<file path="config.mk">
export PLATFORM = sky130hd
export DESIGN_NAME = spi_port_arbiter
export DESIGN_NICKNAME = d
export VERILOG_FILES = /design/src/rtl/spi_port_arbiter.sv
export SDC_FILE = /design/constraint.sdc
export NUM_CORES = 1
export LEC_CHECK = 0
export BUFFER_PORTS_ARGS = -buffer_cell sky130_fd_sc_hd__clkbuf_2
export CAP_MARGIN = 20
export CORE_MARGIN = 5
export CORE_UTILIZATION = 45
export DETAILED_ROUTE_END_ITERATION = 6
export GPL_TIMING_DRIVEN = 0
export PLACE_DENSITY = 0.82
export SLEW_MARGIN = 20
export SYNTH_ARGS = -nofsm -noshare
export SYNTH_HDL_FRONTEND = slang
export SYNTH_SLANG_ARGS = --single-unit
</file>
<file path="constraint.sdc">
create_clock -name clk -period 2.55 [get_ports clk]
set_clock_uncertainty 0.05 [all_clocks]
set_input_delay 0.1275 -clock clk [delete_from_list [all_inputs] [get_ports clk]]
set_output_delay 0.1275 -clock clk [all_outputs]
set_load 0.03 [all_outputs]
</file>
<file path="src/rtl/spi_port_arbiter.sv">
// Round-robin arbiter sharing one 16-bit SPI master between two requesters.
// Buffers one command per requester, steers chip selects and aborts hung transactions.
module spi_port_arbiter #(
  parameter int unsigned TO_W = 10
) (
  input  logic        clk,
  input  logic        rst,
  input  logic        req0_wrt,
  input  logic [15:0] req0_cmd,
  output logic        req0_done,
  output logic [15:0] req0_rd_data,
  output logic        req0_busy,
  input  logic        req1_wrt,
  input  logic [15:0] req1_cmd,
  output logic        req1_done,
  output logic [15:0] req1_rd_data,
  output logic        req1_busy,
  output logic        mst_wrt,
  output logic [15:0] mst_cmd,
  input  logic        mst_done,
  input  logic [15:0] mst_rd_data,
  input  logic        mst_SS_n,
  output logic        SS_n0,
  output logic        SS_n1,
  output logic        timeout
);

  localparam int unsigned DW = 16;
  // Watchdog fires on the WAIT_DONE cycle whose increment lands on all ones.
  localparam logic [TO_W-1:0] WD_PRE_TC = {{(TO_W-1){1'b1}}, 1'b0};

  typedef enum logic [1:0] {ST_IDLE, ST_ISSUE, ST_WAIT} state_t;

  state_t          r_state, w_state_nxt;
  logic            r_sel, w_sel_nxt;
  logic            r_last;
  logic            r_pend0, r_pend1;
  logic [DW-1:0]   r_hold0, r_hold1;
  logic [DW-1:0]   r_rd0, r_rd1;
  logic            r_done0, r_done1;
  logic            r_timeout;
  logic            r_mst_wrt;
  logic [TO_W-1:0] r_wd;
  logic            w_fin, w_to, w_wd_tc;

  assign w_wd_tc = (r_wd == WD_PRE_TC);

  // Next-state, grant and completion decode.
  always_comb begin
    w_state_nxt = r_state;
    w_sel_nxt   = r_sel;
    w_fin       = 1'b0;
    w_to        = 1'b0;
    case (r_state)
      ST_IDLE: begin
        if (r_pend0 || r_pend1) begin
          w_state_nxt = ST_ISSUE;
          if (r_pend0 && r_pend1) w_sel_nxt = ~r_last;
          else                    w_sel_nxt = r_pend1;
        end
      end
      ST_ISSUE: w_state_nxt = ST_WAIT;
      ST_WAIT: begin
        if (mst_done) begin
          w_fin       = 1'b1;
          w_state_nxt = ST_IDLE;
        end else if (w_wd_tc) begin
          w_fin       = 1'b1;
          w_to        = 1'b1;
          w_state_nxt = ST_IDLE;
        end
      end
      default: w_state_nxt = ST_IDLE;
    endcase
  end

  always_ff @(posedge clk) begin
    if (rst) begin
      r_state   <= ST_IDLE;
      r_sel     <= 1'b0;
      r_last    <= 1'b1;
      r_pend0   <= 1'b0;
      r_pend1   <= 1'b0;
      r_hold0   <= '0;
      r_hold1   <= '0;
      r_rd0     <= '0;
      r_rd1     <= '0;
      r_done0   <= 1'b0;
      r_done1   <= 1'b0;
      r_timeout <= 1'b0;
      r_mst_wrt <= 1'b0;
      r_wd      <= '0;
    end else begin
      r_state   <= w_state_nxt;
      r_sel     <= w_sel_nxt;
      r_mst_wrt <= (w_state_nxt == ST_ISSUE);
      r_done0   <= w_fin && !r_sel;
      r_done1   <= w_fin && r_sel;
      r_timeout <= w_to;

      if (r_state == ST_ISSUE)     r_wd <= '0;
      else if (r_state == ST_WAIT) r_wd <= r_wd + TO_W'(1);

      if (w_fin) begin
        r_last <= r_sel;
        if (!r_sel) r_rd0 <= w_to ? 16'hFFFF : mst_rd_data;
        else        r_rd1 <= w_to ? 16'hFFFF : mst_rd_data;
      end

      // A strobe while a command is already held is dropped.
      if (w_fin && !r_sel) begin
        r_pend0 <= 1'b0;
      end else if (req0_wrt && !r_pend0) begin
        r_pend0 <= 1'b1;
        r_hold0 <= req0_cmd;
      end

      if (w_fin && r_sel) begin
        r_pend1 <= 1'b0;
      end else if (req1_wrt && !r_pend1) begin
        r_pend1 <= 1'b1;
        r_hold1 <= req1_cmd;
      end
    end
  end

  assign req0_done    = r_done0;
  assign req1_done    = r_done1;
  assign req0_rd_data = r_rd0;
  assign req1_rd_data = r_rd1;
  assign req0_busy    = r_pend0;
  assign req1_busy    = r_pend1;
  assign timeout      = r_timeout;
  assign mst_wrt      = r_mst_wrt;
  assign mst_cmd      = (r_state == ST_IDLE) ? 16'h0000 : (r_sel ? r_hold1 : r_hold0);

  // Non-selected slave never sees an active select.
  assign SS_n0 = mst_SS_n | (r_state == ST_IDLE) | r_sel;
  assign SS_n1 = mst_SS_n | (r_state == ST_IDLE) | ~r_sel;

endmodule
</file>
==> flow_summary_export.csv, run 1 <==
group,metric,value,unit
grt,grt_pass1_wl,15700,um
synth,synth.top_cell.area_share,46.4,%
power_and_ir_drop,worst_ir_drop_vdd,0.000371,V
cts,cts_inserted_buffers,9,
worst_setup_path,worst_path_max_delay_cell,"clkbuf_4",
synth,yosysUniqueCellTypes,39,
worst_setup_path,worstSetupPathType,"flop to primary output",
flow_run,drv.max_cap_violation_count,0,
worst_setup_path,cpPeakStageDelay,330,ps
worst_setup_path,cp-start-kind,"flop",
timing,rsz_0062_raised_after_global_routing,"false",
grt,antenna_found_initial,0,
detailed_routing,detail_route.drc_violations,0,
grt,globalRouteTotalUtil,19.5,%
detailed_routing,avgViaCountPerCell,4.89,
floorplanning,core_region_area,7810,sq um
grt,grt_start_max_net_pins,18,
timing,hold_viol,0,
synth,synthesis.yosys.warnings,0,
worst_setup_path,cp_cell_sequence,"clkbuf_1, clkbuf_4, buf_2, mux2i_1, nor2_1, clkbuf_2",
worst_setup_path,critical_path.max_fanout,10,
synth,synth_area,3630,sq um
synth,post-synth-top-area-cell,"dfxtp_1",
worst_setup_path,worstSetupEndpointType,"primary output",
floorplanning,initial_utilization,46.5,%
synth,synth.avg_cell_area,10.1,sq um
floorplanning,design.portCount,110,
synth,synth_seq_area_share,46.4,%
placement,io_buffer_count,109,
timing,slew_headroom,57.6,%
worst_setup_path,crit_arrival,2180,ps
timing,max_frequency,0.425,GHz
power_and_ir_drop,power.density_cell_area,570,nW/um^2
synth,number_of_instances_in_the_synthesized_netlist,359,
worst_setup_path,setup.worst_path.start,"r_sel$_SDFFE_PP0P_",
final_layout,layout_stage_area_growth_over_the_synthesis_result,38.3,%
final_layout,nets,585,
worst_setup_path,worst-r2r-setup-slack,210,ps
final_layout,multiInputGateArea,1810,sq um
timing,worst_pin_slew,635,ps
cts,tritoncts,"yes",
placement,place_hpwl,6450,um
status,run_status,"finished clean",
worst_setup_path,timing.critical_path.to,"mst_cmd[8]",
worst_setup_path,crit_required,2370,ps
placement,placement_stage_cell_area,4300,sq um
timing,fin_crit_sh,92.3,%
final_layout,num-fill-cells,633,
cts,cts_max_level,3,
cts,cts-root-to-sink-buffers,2,
worst_setup_path,timing.reg2reg.worst_path_depth,8,
detailed_routing,routedWlPerCell,14.8,um
detailed_routing,drtIter0Drc,79,
synth,postSynthNetCount,415,
final_layout,mostFrequentLayoutCells,"109 x clkbuf_2, 84 x dfxtp_1, 68 x nand2b_1",
grt,number_of_global_route_vias_before_repair,3364,
final_layout,register_area,1680,sq um
timing,final-max-slew-violation-count,0,
final_layout,antennaDiodeCount,0,
cts,clk_sinks,84,
floorplanning,fp.dieW,99.8,um
floorplanning,floorplan.die.height,99.8,um
timing,final.setup.tns,0,ps
worst_setup_path,rr_endpoint,"r_hold1[9]$_SDFFE_PP0P_",
placement,place.gp.congestion,0.788,
worst_setup_path,regToRegStartpoint,"r_wd[0]$_SDFFE_PP0P_",
final_layout,layout-drive-gt1-share,27.7,%
worst_hold_path,hold_path.class,"primary input to flop",
cts,clock_latency,360,ps
final_layout,post-route-cell-area,5020,sq um
detailed_routing,antenna_violating_nets_post_route,0,
synth,synth.top_cells.by_area,"dfxtp_1 46%, mux2i_1 13%, nand2b_1 12%",
final_layout,mostFrequentLayoutCell,"clkbuf_2",
detailed_routing,drt-pass1-iter-count,4,
power_and_ir_drop,total_leakage_power,0.00213,uW
cts,clock_tree.root_cell,"clkbuf_8",
floorplanning,floorplan.rows,32,
cts,clkSlewWorstSetupHoldPaths,100,ps
synth,synth_seq_cells,84,
timing,setup_violations,0,
detailed_routing,via_total_after_detailed_routing,3110,
detailed_routing,detail_route.wirelength,9430,um
floorplanning,fp.dieArea,9960,sq um
grt,globalRoute.totalOverflow,0,
timing,final_period_minus_worst_setup_slack,2350,ps
[timing repair]
item | CTS | global route
hold endpoints to repair | 66 | 0
setup buffers | 0 | 0
setup endpoints to repair | 8 | 2
hold buffers | 50 | 0
pin swaps | 0 | 1
resized for setup | 1 | 2
[final cells by class]
class	count	share of cell area, %
Buffer	25	2.57
Sequential cell	84	33.5
Tap cell	102	2.54
Multi-Input combinational cell	246	36.0
Inverter	4	0.299
Clock buffer	9	2.47
Clock inverter	7	1.77
Timing Repair Buffer	159	20.8
[per-layer routing]
metal | GRT usage (%) | share of wire, %
met4 | 7.35 | 2.0
met5 | 0 | 0
met1 | 23.1 | 42
met2 | 33.5 | 49
met3 | 5.63 | 7.0
[flip-flops by register name, indices dropped and copies added (netlist names), 2 cells and up]
register      count
req1_rd_data     16
r_hold1          16
req0_rd_data     16
r_hold0          16
r_wd             10
r_state           2
[report_power, final]
part	switching, uW	internal (uW)	leakage (uW)
logic	234	206	0.00134
clock network	541	480	0.000106
registers	36.0	1360	0.000684
total	811	2050	0.00213
[logic make-up after synthesis]
logic type	count (synthesis)	share of synthesized area [%]
multiplexers	48	13.2
AO/OA/AOI/OAI	45	12.7
flip-flops	84	46.4
buffers and inverters	29	3.86
adder cells (fa/ha/maj)	2	0.690
AND/OR/NAND/NOR	143	21.2
XOR/XNOR	8	1.93
[metrics by stage]
step	util (%)	worst slack (ps)	hold WS, ps	power, uW	cells
2_1_floorplan	-	424	188	1680	359
3_3_place_gp	55.1	190	291	1800	570
3_5_place_dp	55.1	161	297	1810	570
4_1_cts	64.2	111	206	2880	636
5_1_grt	64.3	56.8	241	2980	636
6_report	64.3	196	218	2860	636
[synth_stat cells (all sizes together)]
| cell type | instances |
|---|---|
| nand2 | 8 |
| clkbuf | 17 |
| a21bo | 1 |
| nor4bb | 1 |
| and3 | 1 |
| a31oi | 1 |
| nand3 | 1 |
| a21oi | 3 |
| mux2i | 48 |
| xor2 | 6 |
| nand3b | 1 |
| a311oi | 1 |
| and4 | 1 |
| o2bb2ai | 32 |
| ha | 2 |
| and2 | 1 |
| nor2b | 2 |
| or3 | 1 |
| a211oi | 1 |
| or4b | 1 |
| o21ai | 1 |
| nand2b | 68 |
| nor2 | 49 |
| dfxtp | 84 |
| xnor2 | 2 |
| a41o | 1 |
| inv | 4 |
| buf | 8 |
| o21a | 3 |
| a32oi | 1 |
| and4b | 1 |
| nand4b | 1 |
| nor3 | 1 |
| nand4 | 4 |
| nor3b | 1 |
[how the worst min path moves through the flow]
stage / from / slack, ps / endpoint / cells after the start
floorplan: req0_wrt / 190 / req0_busy$_SDFFE_PP0P_ / 1
global placement: req1_wrt / 290 / req1_busy$_SDFFE_PP0P_ / 2
detailed placement: req1_wrt / 300 / req1_busy$_SDFFE_PP0P_ / 2
CTS: rst / 210 / req0_rd_data[5]$_SDFFE_PP0P_ / 4
global route: rst / 240 / req0_rd_data[5]$_SDFFE_PP0P_ / 4
finish: rst / 220 / req0_rd_data[6]$_SDFFE_PP0P_ / 4
[critical path: cells and delay by family, from the launching register on]
kind                   cells  cell delay [ps]
multiplexers               1              250
flip-flops                 1              320
buffers and inverters      4             1170
AND/OR/NAND/NOR            1               80
Power figures use the tool's default switching activity.
==> run 2: changes to the inputs <==
Settings changed: ABC_AREA set to 1.
==> flow_summary_export.csv, run 2 <==
group,metric,value,unit
final_layout,antennaDiodeCount,0,
final_layout,mostFrequentLayoutCell,"clkbuf_2",
grt,number_of_global_route_vias_before_repair,3661,
synth,synth.avg_cell_area,7.47,sq um
final_layout,num-fill-cells,748,
floorplanning,fp.dieArea,10300,sq um
worst_setup_path,worst_path_dominant_cell_family,"buffers and inverters",
worst_setup_path,worstSetupEndpointType,"primary output",
final_layout,register_area,1680,sq um
timing,worst_pin_slew,678,ps
synth,synth_ff_type,"dfxtp_1",
timing,setup_violations,0,
timing,final_period_minus_worst_setup_slack,2120,ps
floorplanning,floorplan.die.height,101,um
floorplanning,fp.dieW,101,um
synth,synth.top_cell.area_share,44.7,%
timing,final-max-slew-violation-count,0,
cts,cts_inserted_buffers,9,
grt,grt_start_max_net_pins,16,
worst_setup_path,critical_path_depth,4,
worst_setup_path,cp_cell_sequence,"nor2_1, clkbuf_1, a21oi_1, clkbuf_2",
synth,synth_seq_area_share,44.7,%
cts,tritoncts,"yes",
synth,synth_most_common_cell,"dfxtp_1",
cts,clock_latency,360,ps
final_layout,multiInputGateArea,1710,sq um
worst_setup_path,cpPeakStageDelay,550,ps
final_layout,nets,692,
grt,grt_pass1_wl,17100,um
power_and_ir_drop,worst_ir_drop_vdd,0.000343,V
synth,synth_seq_cells,84,
final_layout,mostFrequentLayoutCells,"110 x clkbuf_2, 84 x dfxtp_1, 82 x nand2_1",
floorplanning,initial_utilization,46.0,%
cts,setup_fix_buffers_added_after_clock_tree_synthesis,0,
synth,synth_area,3760,sq um
power_and_ir_drop,total_leakage_power,0.00220,uW
synth,netlist_top_cells_count,"84 x dfxtp_1, 82 x nand2_1, 64 x nand3_1, 62 x nor2_1, 54 x a21oi_1",
worst_setup_path,worst-r2r-setup-slack,820,ps
synth,synth_enable_flop_cells,0,
worst_setup_path,worst_path_max_delay_cell,"nor2_1",
synth,asyncSetResetFlopFracSynth,0,%
timing,fin_crit_sh,83.0,%
detailed_routing,drt-pass1-iter-count,4,
synth,synthesis.yosys.warnings,0,
worst_setup_path,crit_required,2370,ps
detailed_routing,antenna_violating_nets_post_route,0,
cts,cts-root-to-sink-buffers,2,
synth,number_of_instances_in_the_synthesized_netlist,503,
worst_setup_path,rr_endpoint,"req0_rd_data[10]$_SDFFE_PP0P_",
worst_setup_path,setup.worst_path.start,"r_state[0]$_SDFF_PP0_",
cts,cts-resized-gates,0,
timing,slew_headroom,54.6,%
worst_setup_path,worstSetupPathType,"flop to primary output",
detailed_routing,avgViaCountPerCell,4.99,
worst_setup_path,timing.critical_path.to,"mst_cmd[13]",
status,run_status,"finished clean",
timing,max_frequency,0.472,GHz
detailed_routing,drtIter0Drc,228,
detailed_routing,via_total_after_detailed_routing,3716,
cts,clock_tree.root_cell,"clkbuf_8",
worst_hold_path,hold_path.class,"primary input to flop",
grt,globalRoute.totalOverflow,0,
worst_setup_path,critical_path.max_fanout,10,
detailed_routing,detail_route.drc_violations,0,
worst_setup_path,timing.reg2reg.worst_path_depth,10,
placement,io_buffer_count,109,
power_and_ir_drop,power.density_cell_area,577,nW/um^2
floorplanning,floorplan.rows,33,
placement,place_hpwl,7710,um
cts,clkSlewWorstSetupHoldPaths,90,ps
flow_run,drv.max_cap_violation_count,0,
floorplanning,core_region_area,8180,sq um
timing,rsz_0062_raised_after_global_routing,"false",
worst_setup_path,path_buf_inv,2,
worst_setup_path,regToRegStartpoint,"r_wd[1]$_SDFFE_PP0P_",
timing,hold_viol,0,
worst_setup_path,cp-start-kind,"flop",
grt,globalRouteTotalUtil,20.7,%
synth,synth.top_cells.by_area,"dfxtp_1 45%, nand3_1 8.5%, nand2_1 8.2%",
synth,post-synth-top-area-cell,"dfxtp_1",
synth,postSynthNetCount,559,
synth,yosysUniqueCellTypes,31,
detailed_routing,detail_route.wirelength,10300,um
floorplanning,design.portCount,110,
cts,clk_sinks,84,
cts,cts_max_level,3,
timing,final.setup.tns,0,ps
timing,minimum_hold_slack,12.9,ps
worst_setup_path,crit_arrival,1940,ps
placement,place.gp.congestion,0.794,
final_layout,layout-drive-gt1-share,25.9,%
grt,antenna_found_initial,0,
final_layout,layout_stage_area_growth_over_the_synthesis_result,26.0,%
detailed_routing,routedWlPerCell,13.8,um
-- run 2: stage by stage --
step / utilization, % / setup WS [ps] / total power (uW) / std cells / instance area, sq um
6_report: 57.9 / 433 / 2730 / 745 / 4740
5_1_grt: 57.9 / 263 / 2860 / 745 / 4740
4_1_cts: 57.8 / 433 / 2740 / 744 / 4730
3_5_place_dp: 54.3 / 815 / 1890 / 717 / 4440
3_3_place_gp: 54.3 / 839 / 1870 / 717 / 4440
2_1_floorplan: - / 905 / 1740 / 503 / 3760
-- run 2: per-layer routing --
metal	up-vias	GRT usage (%)	share of wire, %
met5	-	0	0
met4	0	5.73	1.1
met3	10	5.92	6.8
met2	110	35.8	49
met1	1701	25.2	43
li1	1895	-	-
-- run 2: how the worst min path moves through the flow --
stage / start / endpoint / slack (ps) / depth (start not counted)
after floorplan: rst / r_sel$_SDFFE_PP0P_ / 150 / 1
after global placement: mst_rd_data[4] / req0_rd_data[4]$_SDFFE_PP0P_ / 350 / 3
after detailed placement: rst / r_sel$_SDFFE_PP0P_ / 350 / 2
after CTS: mst_rd_data[5] / req0_rd_data[5]$_SDFFE_PP0P_ / 1 / 3
after global routing: mst_rd_data[0] / req0_rd_data[0]$_SDFFE_PP0P_ / 2 / 3
final: mst_rd_data[5] / req1_rd_data[5]$_SDFFE_PP0P_ / 10 / 3
-- run 2: power by group --
part	switching (uW)	internal (uW)
sequential	48.4	1380
combinational	291	163
clock	498	357
total	837	1900
-- run 2: area by class of cell --
| cell class | instances | area share [%] |
|---|---|---|
| inverter | 52 | 4.12 |
| timing repair buffer | 122 | 14.3 |
| multi-input combinational | 336 | 36.0 |
| buffer | 31 | 3.72 |
| tap | 105 | 2.77 |
| sequential | 84 | 35.5 |
| clock inverter | 6 | 0.977 |
| clock buffer | 9 | 2.61 |
-- run 2: kinds of logic (layout without fill, tap and decap cells) --
kind of cell               Yosys count  after routing  synth area share (%)
buffers and inverters               83            220                  9.88
and+or+nand+nor                    237            237                  31.0
adders and majority gates            2              2                 0.665
xor gates and xnor gates             4              4                 0.932
AOI/OAI and AO/OA                   93             93                  12.8
DFF                                 84             84                  44.7
-- run 2: repair_timing --
action                     in CTS  in global routing
hold endpoints to repair       20                  1
setup endpoints to repair       0                  0
hold buffers                   12                  1
-- run 2: tightest hold or removal path: cells and delay by family --
| kind | cells | cell delay [ps] |
|---|---|---|
| AO/OA/AOI/OAI | 1 | 120 |
| buffers and inverters | 1 | 80 |
| AND/OR/NAND/NOR | 1 | 60 |
==> run 3: changes to the inputs <==
Clock period 2.55 ns to 2.19 ns, I/O delays scaled along.
==> flow_summary_export.csv, run 3 (synthesis gave the netlist of run 2 again) <==
group,metric,value,unit
power_and_ir_drop,power.density_cell_area,668,nW/um^2
cts,cts_inserted_buffers,9,
grt,number_of_global_route_vias_before_repair,3668,
floorplanning,floorplan.die.height,101,um
floorplanning,floorplan.rows,33,
timing,hold_viol,1,
power_and_ir_drop,netSwitchingFraction,30.6,%
power_and_ir_drop,power_frac_clock,31.2,%
timing,rsz_0062_raised_after_global_routing,"false",
floorplanning,fp.dieW,101,um
status,run_status,"finished with violations",
worst_setup_path,cp-start-kind,"flop",
final_layout,mostFrequentLayoutCell,"clkbuf_2",
cts,cts-root-to-sink-buffers,2,
final_layout,mostFrequentLayoutCells,"110 x clkbuf_2, 84 x dfxtp_1, 82 x nand2_1",
detailed_routing,avgViaCountPerCell,5.01,
floorplanning,design.portCount,110,
worst_setup_path,cpPeakStageDelay,370,ps
placement,io_buffer_count,109,
worst_setup_path,critical_path.max_fanout,10,
worst_setup_path,worstSetupPathType,"flop to primary output",
worst_setup_path,worst_path_max_delay_cell,"dfxtp_1",
grt,antenna_found_initial,0,
power_and_ir_drop,worst_ir_drop_vdd,0.000400,V
detailed_routing,via_total_after_detailed_routing,3748,
placement,place_hpwl,7710,um
final_layout,antennaDiodeCount,0,
timing,final.setup.tns,0,ps
floorplanning,initial_utilization,46.0,%
worst_setup_path,cp_cell_sequence,"inv_2, clkbuf_1, nand2_1, a21oi_1, clkbuf_2",
grt,grt_start_max_net_pins,16,
cts,clock_tree.root_cell,"clkbuf_8",
placement,place.gp.congestion,0.794,
grt,globalRouteTotalUtil,21.1,%
power_and_ir_drop,switching_power,976,uW
power_and_ir_drop,total_leakage_power,0.00221,uW
detailed_routing,detail_route.wirelength,10500,um
worst_hold_path,hold_path.class,"primary input to flop",
final_layout,layout_stage_area_growth_over_the_synthesis_result,27.0,%
detailed_routing,antenna_violating_nets_post_route,0,
floorplanning,fp.dieArea,10300,sq um
power_and_ir_drop,totalPowerFinal,3190,uW
detailed_routing,drtIter0Drc,226,
worst_setup_path,crit_required,2030,ps
floorplanning,core_region_area,8180,sq um
detailed_routing,detail_route.drc_violations,0,
cts,cts_max_level,3,
final_layout,nets,695,
cts,clock_latency,360,ps
detailed_routing,drt-pass1-iter-count,4,
timing,final-max-slew-violation-count,0,
detailed_routing,routedWlPerCell,14.0,um
timing,slew_headroom,57.0,%
grt,grt_pass1_wl,17400,um
grt,globalRoute.totalOverflow,0,
final_layout,layout-drive-gt1-share,26.0,%
power_and_ir_drop,internal-power,2210,uW
timing,final_period_minus_worst_setup_slack,1910,ps
timing,setup_violations,0,
cts,tritoncts,"yes",
timing,minimum_hold_slack,-7.04,ps
worst_setup_path,worst_path_dominant_cell_family,"buffers and inverters",
power_and_ir_drop,seq_power_share,52.1,%
timing,worst_pin_slew,644,ps
worst_setup_path,path_buf_inv,3,
timing,fin_crit_sh,87.0,%
flow_run,drv.max_cap_violation_count,0,
status,failing_checks,"negative hold slack",
timing,max_frequency,0.525,GHz
worst_setup_path,crit_arrival,1750,ps
power_and_ir_drop,power.combinational.fraction,16.7,%
worst_setup_path,worstSetupEndpointType,"primary output",
final_layout,num-fill-cells,743,
cts,clkSlewWorstSetupHoldPaths,100,ps
cts,clk_sinks,84,
run 3: per-layer routing:
metal	share of wire [%]	vias up	track usage [%]
met5	0	-	0
met4	1.2	0	5.73
met3	7.3	11	5.99
met2	50	116	36.7
met1	42	1723	25.5
li1	-	1898	-
run 3: path summary, 6_finish.rpt:
check,startpoint,end,slack [ps],cells past startpoint
hold / removal,mst_rd_data[2],req1_rd_data[2]$_SDFFE_PP0P_,-7,3
setup / recovery,r_sel$_SDFFE_PP0P_,mst_cmd[13],280,5
setup reg to reg,r_wd[1]$_SDFFE_PP0P_,req0_rd_data[8]$_SDFFE_PP0P_,430,10
hold reg to reg,r_last$_SDFFE_PP1N_,r_last$_SDFFE_PP1N_,420,2
run 3: stage by stage:
stage               cell area [sq um]  util [%]  hold slack, ps  cells  setup slack, ps
floorplan                        3760         -             129    503              563
global placement                 4440      54.3             327    717              497
detailed placement               4440      54.3             329    717              456
CTS                              4780      58.4           0.890    749             91.4
global route                     4780      58.4            21.0    748              103
finish                           4780      58.4           -7.04    748              284
run 3: power by group through the flow:
| stage | registers [uW] | logic [uW] | clock network [uW] |
|---|---|---|---|
| 2_1_floorplan | 1710 | 326 | 0 |
| 3_3_place_gp | 1690 | 493 | 0 |
| 3_5_place_dp | 1690 | 507 | 0 |
| 4_1_cts | 1660 | 532 | 1010 |
| 5_1_grt | 1670 | 595 | 1070 |
| 6_report | 1660 | 533 | 995 |
run 3: final cells by class:
class                   count  area (sq um)  area share (%)
clock buffers               9           124            2.59
inverters                  52           195            4.09
clock inverters             6          46.3           0.969
plain buffers              30           173            3.62
repair buffers            126           716            15.0
flip-flops and latches     84          1680            35.2
well taps                 105           131            2.75
multi-input cells         336          1710            35.8
run 3: worst reg2reg max path: stages, from the launching register on:
cell	delay, ps
dfxtp_1	430
ha_1	210
inv_1	50
nor2_2	140
nand3_4	120
nand2_8	120
nand3_4	90
buf_6	150
buf_6	150
nand3_2	70
o21ai_1	90
run 3: timing repair:
item                                    in CTS  in global routing
hold buffers                                17                  0
resized for setup                            0                  1
endpoints found under the hold margin       32                  0
endpoints found under the setup margin       0                 10
buffers inserted                             0                  0
